## src/rtl/dmux_1_n_stream.sv

```systemverilog
`default_nettype none
// ============================================================================
// Module   : dmux_1_n_stream
// Brief    : 1-to-N valid/ready stream demultiplexer with explicit or
//            round-robin channel selection and illegal-select drop counter.
// Revision : 1.0 - initial release
// ============================================================================
module dmux_1_n_stream #(
    parameter int DATA_WIDTH = 16,
    parameter int NUM_CH     = 3,
    parameter int SEL_WIDTH  = 2,
    parameter int CNT_WIDTH  = 8
) (
    input  logic                         clk,
    input  logic                         rst,
    input  logic                         mode,
    input  logic [SEL_WIDTH-1:0]         sel,
    input  logic                         in_valid,
    input  logic [DATA_WIDTH-1:0]        in_data,
    output logic                         in_ready,
    output logic [NUM_CH-1:0]            out_valid,
    output logic [NUM_CH*DATA_WIDTH-1:0] out_data,
    input  logic [NUM_CH-1:0]            out_ready,
    output logic [SEL_WIDTH-1:0]         rr_ptr,
    output logic [CNT_WIDTH-1:0]         drop_cnt
);

    localparam logic [SEL_WIDTH:0]   c_num_ch = (SEL_WIDTH+1)'(NUM_CH);
    localparam logic [SEL_WIDTH-1:0] c_last   = SEL_WIDTH'(NUM_CH-1);

    logic [SEL_WIDTH-1:0]         w_tgt;
    logic                         w_legal;
    logic                         w_ready;
    logic                         w_acc;
    logic [NUM_CH-1:0]            w_hit;
    logic [NUM_CH-1:0]            w_push;
    logic [NUM_CH-1:0]            w_pop;
    logic [NUM_CH-1:0]            r_valid;
    logic [NUM_CH*DATA_WIDTH-1:0] r_data;
    logic [SEL_WIDTH-1:0]         r_rr_ptr;
    logic [CNT_WIDTH-1:0]         r_drop_cnt;

    assign w_tgt   = mode ? r_rr_ptr : sel;
    assign w_legal = {1'b0, w_tgt} < c_num_ch;

    // An illegal target hits no channel, so it can never be blocked.
    assign w_ready = ~|(w_hit & r_valid & ~out_ready);
    assign w_acc   = in_valid & w_ready;

    generate
        for (genvar k = 0; k < NUM_CH; k++) begin : g_ch
            localparam logic [SEL_WIDTH-1:0] c_idx = SEL_WIDTH'(k);

            assign w_hit[k]  = (w_tgt == c_idx);
            assign w_push[k] = w_acc & w_hit[k];
            assign w_pop[k]  = r_valid[k] & out_ready[k];

            // Push wins over pop so a simultaneous pop/push reloads without a bubble.
            always_ff @(posedge clk or posedge rst) begin
                if (rst) begin
                    r_valid[k]                           <= 1'b0;
                    r_data[k*DATA_WIDTH +: DATA_WIDTH]   <= '0;
                end else if (w_push[k]) begin
                    r_valid[k]                           <= 1'b1;
                    r_data[k*DATA_WIDTH +: DATA_WIDTH]   <= in_data;
                end else if (w_pop[k]) begin
                    r_valid[k]                           <= 1'b0;
                    r_data[k*DATA_WIDTH +: DATA_WIDTH]   <= '0;
                end
            end
        end
    endgenerate

    always_ff @(posedge clk or posedge rst) begin
        if (rst) begin
            r_rr_ptr <= '0;
        end else if (mode && w_acc) begin
            r_rr_ptr <= (r_rr_ptr == c_last) ? '0 : r_rr_ptr + 1'b1;
        end
    end

    always_ff @(posedge clk or posedge rst) begin
        if (rst) begin
            r_drop_cnt <= '0;
        end else if (w_acc && !w_legal && (r_drop_cnt != '1)) begin
            r_drop_cnt <= r_drop_cnt + 1'b1;
        end
    end

    assign in_ready  = w_ready;
    assign out_valid = r_valid;
    assign out_data  = r_data;
    assign rr_ptr    = r_rr_ptr;
    assign drop_cnt  = r_drop_cnt;

endmodule
`default_nettype wire

```

## config.mk

```make
export PLATFORM = sky130hd
export DESIGN_NAME = dmux_1_n_stream
export DESIGN_NICKNAME = d
export VERILOG_FILES = /design/src/rtl/dmux_1_n_stream.sv
export SDC_FILE = /design/constraint.sdc
export NUM_CORES = 1
export LEC_CHECK = 0
export ABC_AREA = 1
export ABC_CLOCK_PERIOD_IN_PS = 4000
export BUFFER_PORTS_ARGS = -buffer_cell sky130_fd_sc_hd__buf_2
export CAP_MARGIN = 30
export CORE_MARGIN = 2
export CORE_UTILIZATION = 31
export DETAILED_ROUTE_END_ITERATION = 6
export HOLD_SLACK_MARGIN = 0.03
export SLEW_MARGIN = 30
export SYNTH_ARGS = -nofsm -noshare
export SYNTH_HDL_FRONTEND = slang
export SYNTH_SLANG_ARGS = --single-unit
export TNS_END_PERCENT = 1
```

## constraint.sdc

```tcl
create_clock -name clk -period 4 [get_ports clk]
set_input_delay 0.2 -clock clk [delete_from_list [all_inputs] [get_ports clk]]
set_output_delay 0.2 -clock clk [all_outputs]
set_load 0.02 [all_outputs]
```

==> results.json, run 1 <==
{
  "fin_crit_ns": 1.80,
  "ctsResizeCount": 0,
  "insertion_delay_ns": 0.34,
  "start_util_pct": 31.7,
  "crit_arrival_ns": 2.02,
  "grt_overflow_total": 0,
  "slew_headroom_pct": 57.8,
  "hold_path.class": "in2reg",
  "cp_max_fo": 8,
  "synthCells": 318,
  "rows": 34,
  "fillCellCount": 928,
  "fin_nets": 433,
  "numCtsBuffers": 9,
  "netlist.top_cell.by_area": "dfrtp_1",
  "cellPowerDensity_nw_per_um2": 746,
  "fin_crit_sh_pct": 45.1,
  "die_width_um": 98.0,
  "io_pins": 87,
  "grt_max_degree": 51,
  "setup_viol": 0,
  "cts_tree": "built",
  "htreeDepth": 3,
  "rsz0062_at_grt": "no",
  "routed_wl_mm": 7.52,
  "fin_skew_ns": 0.0122,
  "drtIter0Drc": 137,
  "dr.pass1.iters": 4,
  "critPathKind": "reg2reg",
  "ctsHoldBuffers": 1,
  "cap_violations": 0,
  "drv_slew": 0,
  "grt_pass1_wl_mm": 12.2,
  "max_freq_mhz": 555,
  "end_kind": "register",
  "wire_per_inst_um": 14.5,
  "vias": 2502,
  "post-dp-hpwl_mm": 5.48,
  "required_ns": 4.22,
  "post-route-drc-count": 0,
  "drive_gt1_share_pct": 28.4,
  "multi_input_area_um2": 1080,
  "syn_nets": 344,
  "postCtsSetupBuffers": 0,
  "antenna_found_initial": 0,
  "die_area_um2": 9600,
  "vdd_ir_drop_max_uv": 377,
  "yosys.area.top_type_share_pct": 55.7,
  "final_util_pct": 39.7,
  "postRouteAntennaNets": 0,
  "worst_slew_pin_slew_ns": 0.633,
  "clock_path_buffers": 2,
  "clkTransAtPathRegs_ns": 0.06,
  "finalPower_mw": 2.56,
  "synth_cell_types": 22,
  "synth_area_um2": 2740,
  "ys_top_cells_by_area": "dfrtp_1 56%, nand2_1 19%, nand3_1 9.5%",
  "root_buffer": "clkbuf_8",
  "io_buffers": 86,
  "hold_viol": 0,
  "p_leak_nw": 2.01,
  "outcome": "completed",
  "clock_sinks": 61,
  "syn_to_final_growth_pct": 25.1,
  "grt_usage_pct": 16.1,
  "tns_ns": 0,
  "syn_area_per_cell_um2": 8.61,
  "cp-start-kind": "register",
  "diodes": 0,
  "fp.coreArea_um2": 8640,
  "die_h_um": 98.0,
  "ys_warn_count": 0,
  "ys_seq_elements": 61,
  "ys_seq_area_share_pct": 55.7,
  "place_congestion": 0.788,
  "seq_area_um2": 1530,
  "vias_per_cell": 4.81,
  "grt_pass1_vias": 2389
}
==> cells in the final DEF, fill, tap and decap left out, drive strengths merged <==
cell / count
nand2: 138
o21ai: 5
buf: 87
clkinv: 7
xnor2: 1
nor2: 10
nor3: 1
dfrtp: 61
inv: 15
nand3: 57
nand4: 11
xor2: 4
clkbuf: 12
ha: 1
and3: 1
dlygate4sd3: 1
==> through the flow <==
stage | instances | worst slack (ns) | area (um^2) | hold slack, ns
floorplan | 318 | 2.29 | 2740 | 0.296
global placement | 503 | 2.29 | 3250 | 0.150
detailed placement | 503 | 2.24 | 3250 | 0.155
CTS | 520 | 2.23 | 3430 | 0.0624
global route | 520 | 2.07 | 3430 | 0.0728
finish | 520 | 2.20 | 3430 | 0.0683
==> state kept, by name (all words and copies together) (netlist names) <==
register and cells:
out_valid 3, rr_ptr 2, out_data 48, drop_cnt 8
==> Yosys cell counts <==
master    count
nand2_1     135
dfrtp_1      61
nand3_1      52
inv_1        13
nand4_1      11
nor2_1        8
o21ai_0       5
buf_2         4
xor2_1        4
buf_6         3
clkbuf_1      3
clkinv_2      3
nand2_2       3
nand3_4       3
inv_2         2
nand3_2       2
and3_1        1
ha_1          1
nor2_2        1
nor2_8        1
nor3_1        1
xnor2_1       1
==> cells by family after synthesis <==
group / count (synthesis) / synth area share (%)
simple gates: 218 / 36.3
flops: 61 / 55.7
buf+inv: 28 / 4.98
compound gates: 5 / 0.914
xor+xnor: 5 / 1.60
fa+ha+maj: 1 / 0.457
==> worst paths after layout <==
path | endpoint | from | cells past startpoint | slack [ns]
setup reg to reg | drop_cnt[1] | drop_cnt[0] | 6 | 2.20
max in group asynchronous | out_valid[1] | rst | 4 | 2.75
hold / removal | out_valid[1] | out_ready[1] | 2 | 0.07
setup / recovery | drop_cnt[1] | drop_cnt[0] | 6 | 2.20
hold reg to reg | out_data[20] | out_data[20] | 2 | 0.50
min in group asynchronous | drop_cnt[4] | rst | 3 | 0.34
==> layer usage <==
layer / vias up / global-route usage (%) / wire length (um)
li1: 1200 / - / -
met1: 1189 / 21.4 / 3310
met2: 103 / 25.5 / 3580
met3: 10 / 5.37 / 543
met4: 0 / 3.74 / 85
met5: - / 0 / 0
==> power breakdown <==
part           leakage (nW)  switching [mW]  internal (mW)  total, mW
registers             0.794           0.169          0.867       1.04
logic                  1.13           0.709          0.330       1.04
clock network        0.0901           0.241          0.240      0.481
total                  2.01            1.12           1.44       2.56
==> critical path: stages (launching register included) <==
cell and delay (ns):
dfrtp_1 0.41, ha_1 0.23, and3_1 0.23, nand4_1 0.25, nand4_1 0.36, nand2_1 0.15, nand2_1 0.06
==> layout make-up <==
class                           count  share of cell area, %
Sequential cell                    61                   44.6
Tap cell                          108                   3.94
Timing Repair Buffer               88                   13.1
Inverter                           18                   2.08
Multi-Input combinational cell    229                   31.4
Clock buffer                       12                   4.24
Clock inverter                      4                  0.694
Note: power is estimated with default switching activity, not from simulation.
==> run 2: changes to the inputs <==
Settings changed: ABC_AREA 1 to 0, ABC_CLOCK_PERIOD_IN_PS 4000 to 1700.
Clock period 4 ns to 1.7 ns, I/O delays scaled along.
==> run 2 against run 1 <==
Sequential cell count did not move; sequential share of layout area fell by 3.5 points; largest power group is now combinational cells; synthesized cell count fell by 18%; largest cell class unchanged; non-clock buffer count rose by 24.
==> results.json, run 2 <==
{
  "cap_violations": 0,
  "ys_seq_elements": 61,
  "cts_tree": "built",
  "synth_edf_count": 0,
  "post-dp-hpwl_mm": 5.05,
  "finalPower_mw": 6.51,
  "clock_sinks": 61,
  "ys.flop_type": "dfrtp_1",
  "worst_slew_pin_slew_ns": 0.564,
  "clkTransAtPathRegs_ns": 0.07,
  "finalNonFillerCells": 486,
  "fin_nets": 399,
  "fin_crit_ns": 1.63,
  "crit_start": "rr_ptr[1]",
  "reg2reg_to": "drop_cnt[1]",
  "synthCells": 262,
  "root_buffer": "clkbuf_8",
  "numCtsBuffers": 9,
  "wire_per_inst_um": 14.7,
  "worstSetupPathDepth": 4,
  "grt_usage_pct": 16.0,
  "drive_gt1_share_pct": 31.7,
  "synth_area_um2": 2720,
  "yosys.area.top_type_share_pct": 56.1,
  "end_kind": "output pin",
  "cellPowerDensity_nw_per_um2": 1750,
  "start_util_pct": 31.5,
  "die_h_um": 97.7,
  "final_util_pct": 43.1,
  "grt_pass1_wl_mm": 11.8,
  "required_ns": 1.62,
  "r2r_slack_ns": 0.15,
  "io_buffers": 86,
  "die_area_um2": 9550,
  "htreeDepth": 3,
  "netlist.top_cell.by_area": "dfrtp_1",
  "p_seq_share_pct": 38.6,
  "whs_ns": 0.101,
  "crit_arrival_ns": 1.55,
  "synth-async-reset-ratio_pct": 100,
  "ys_top_cells_by_area": "dfrtp_1 56%, mux2i_1 12%, nand2_1 10%",
  "numPlacedInstances": 452,
  "dr.pass1.iters": 4,
  "rsz0062_at_grt": "no",
  "ys_warn_count": 0,
  "hold_path.class": "in2reg",
  "fp.coreArea_um2": 8640,
  "syn_to_final_growth_pct": 36.6,
  "antenna_found_initial": 0,
  "grt_pass1_vias": 2238,
  "crit_chain": "nor3b_4 -> nor2_1 -> o221a_2 -> buf_2",
  "drv_slew": 0,
  "p_leak_nw": 2.10,
  "rows": 34,
  "vias": 2224,
  "p_int_mw": 3.75,
  "syn_nets": 288,
  "ys_seq_area_share_pct": 56.1,
  "routed_wl_mm": 7.12,
  "synth_most_common_cell": "nand2_1",
  "cp_top_family": "flip-flops",
  "pwr-share-clk_pct": 20.1,
  "switchingPower_mw": 2.76,
  "setup_viol": 0,
  "outcome": "completed",
  "die_width_um": 97.7,
  "fin_skew_ns": 0.0108,
  "io_pins": 87,
  "post-route-drc-count": 0,
  "insertion_delay_ns": 0.35,
  "slew_headroom_pct": 62.3,
  "critPathCapture": "in_ready",
  "tns_ns": 0,
  "fin_crit_sh_pct": 96.0,
  "diodes": 0,
  "critPathKind": "reg2out",
  "cp_max_fo": 6,
  "switching_share_pct": 42.4,
  "max_freq_mhz": 613,
  "layout_commonest_cell": "buf_2",
  "critPathMaxStageDelay_ns": 0.46,
  "drtIter0Drc": 141,
  "ys_top_cells_by_count": "73 x nand2_1, 61 x dfrtp_1, 32 x mux2i_1",
  "grt_overflow_total": 0,
  "critPathBufInv": 1,
  "largest_register_ffs": 48,
  "vdd_ir_drop_max_uv": 562,
  "slowest_stage": "dfrtp_2",
  "grt_max_degree": 34,
  "hold_viol": 0,
  "syn_area_per_cell_um2": 10.4,
  "postRouteAntennaNets": 0,
  "vias_per_cell": 4.58,
  "clock_path_buffers": 2,
  "crit-reg2reg-launch": "drop_cnt[0]",
  "final_cell_mix": "86 x buf_2, 73 x nand2_1, 59 x dfrtp_1, 32 x mux2i_1, 19 x inv_1",
  "rr_worst_depth": 5,
  "place_congestion": 0.793,
  "synth_cell_types": 34,
  "cp-start-kind": "register",
  "p_comb_share_pct": 41.3
}
==> run 2: cell types whose count changed after synthesis, moves of 4 or more <==
cell and change:
mux2_1 +5, nand2_1 -62, mux2i_1 +32, nor2_1 -4
xor2_1 -4, inv_1 +7, nand3_1 -46, o21ai_0 +10
xnor2_1 +4, nand2b_1 +4, nand4_1 -9
==> run 2: repair_timing <==
action                                  CTS  global route
setup buffers                             0             1
endpoints found under the hold margin    56             0
pin swaps                                 0             0
resized for setup                         2             3
gates cloned                              0             0
endpoints found under the setup margin    1             1
hold buffers                             17             0
==> run 2: worst min-delay path by stage <==
stage / cells after the start / to / from / slack [ns]
floorplan: 2 / out_data[0] / in_data[0] / 0.20
global placement: 2 / out_data[15] / rst / 0.09
detailed placement: 2 / out_data[15] / rst / 0.09
CTS: 3 / out_valid[0] / out_ready[0] / 0.08
global route: 3 / drop_cnt[2] / in_valid / 0.11
finish: 3 / out_valid[0] / out_ready[0] / 0.10
==> run 2: logic make-up (layout without fill, tap and decap cells) <==
| group | count (synthesis) | after routing | synth area share, % |
|---|---|---|---|
| DFF | 61 | 61 | 56.1 |
| AOI/OAI and AO/OA | 25 | 25 | 6.07 |
| adders and majority gates | 1 | 1 | 0.459 |
| muxes | 37 | 37 | 13.8 |
| xor gates and xnor gates | 5 | 5 | 1.61 |
| buffers and inverters | 32 | 148 | 5.79 |
| and+or+nand+nor | 101 | 101 | 16.2 |
==> run 2: power groups by stage <==
stage	registers [mW]	clock network, mW	logic (mW)
floorplan	3.28	0	0.862
CTS	2.51	1.35	2.69
finish	2.51	1.31	2.69
global placement	2.48	0	2.61
global route	2.61	1.43	2.93
detailed placement	2.52	0	2.65
==> run 2: routing by layer <==
| layer | global-route usage [%] | wire length (um) | vias up |
|---|---|---|---|
| met4 | 8.12 | 158 | 0 |
| met1 | 21.6 | 3280 | 1075 |
| met3 | 3.45 | 300 | 13 |
| li1 | - | - | 1081 |
| met5 | 0 | 0 | - |
| met2 | 24.2 | 3380 | 55 |
==> run 2: final cells by class <==
cell class,count,area [um^2]
fill,839,4920
sequential,61,1530
multi-input combinational,169,1060
timing repair buffer,112,718
tap,108,135
clock buffer,9,124
clock inverter,7,75.1
inverter,20,75.1
==> run 2: through the flow <==
step                      area (um^2)  setup WS (ns)
after floorplan                  2730         0.0315
after global placement           3320          0.220
after detailed placement         3320          0.138
after CTS                        3700         0.0247
after global routing             3720        0.00744
final                            3720         0.0677
==> run 2: worst register-to-register path, cell delays in order (launching register included) <==
cell	delay, ns
dfrtp_1	0.41
ha_1	0.21
nand4_1	0.18
a2bb2oi_2	0.21
nand2_1	0.11
mux2_1	0.32
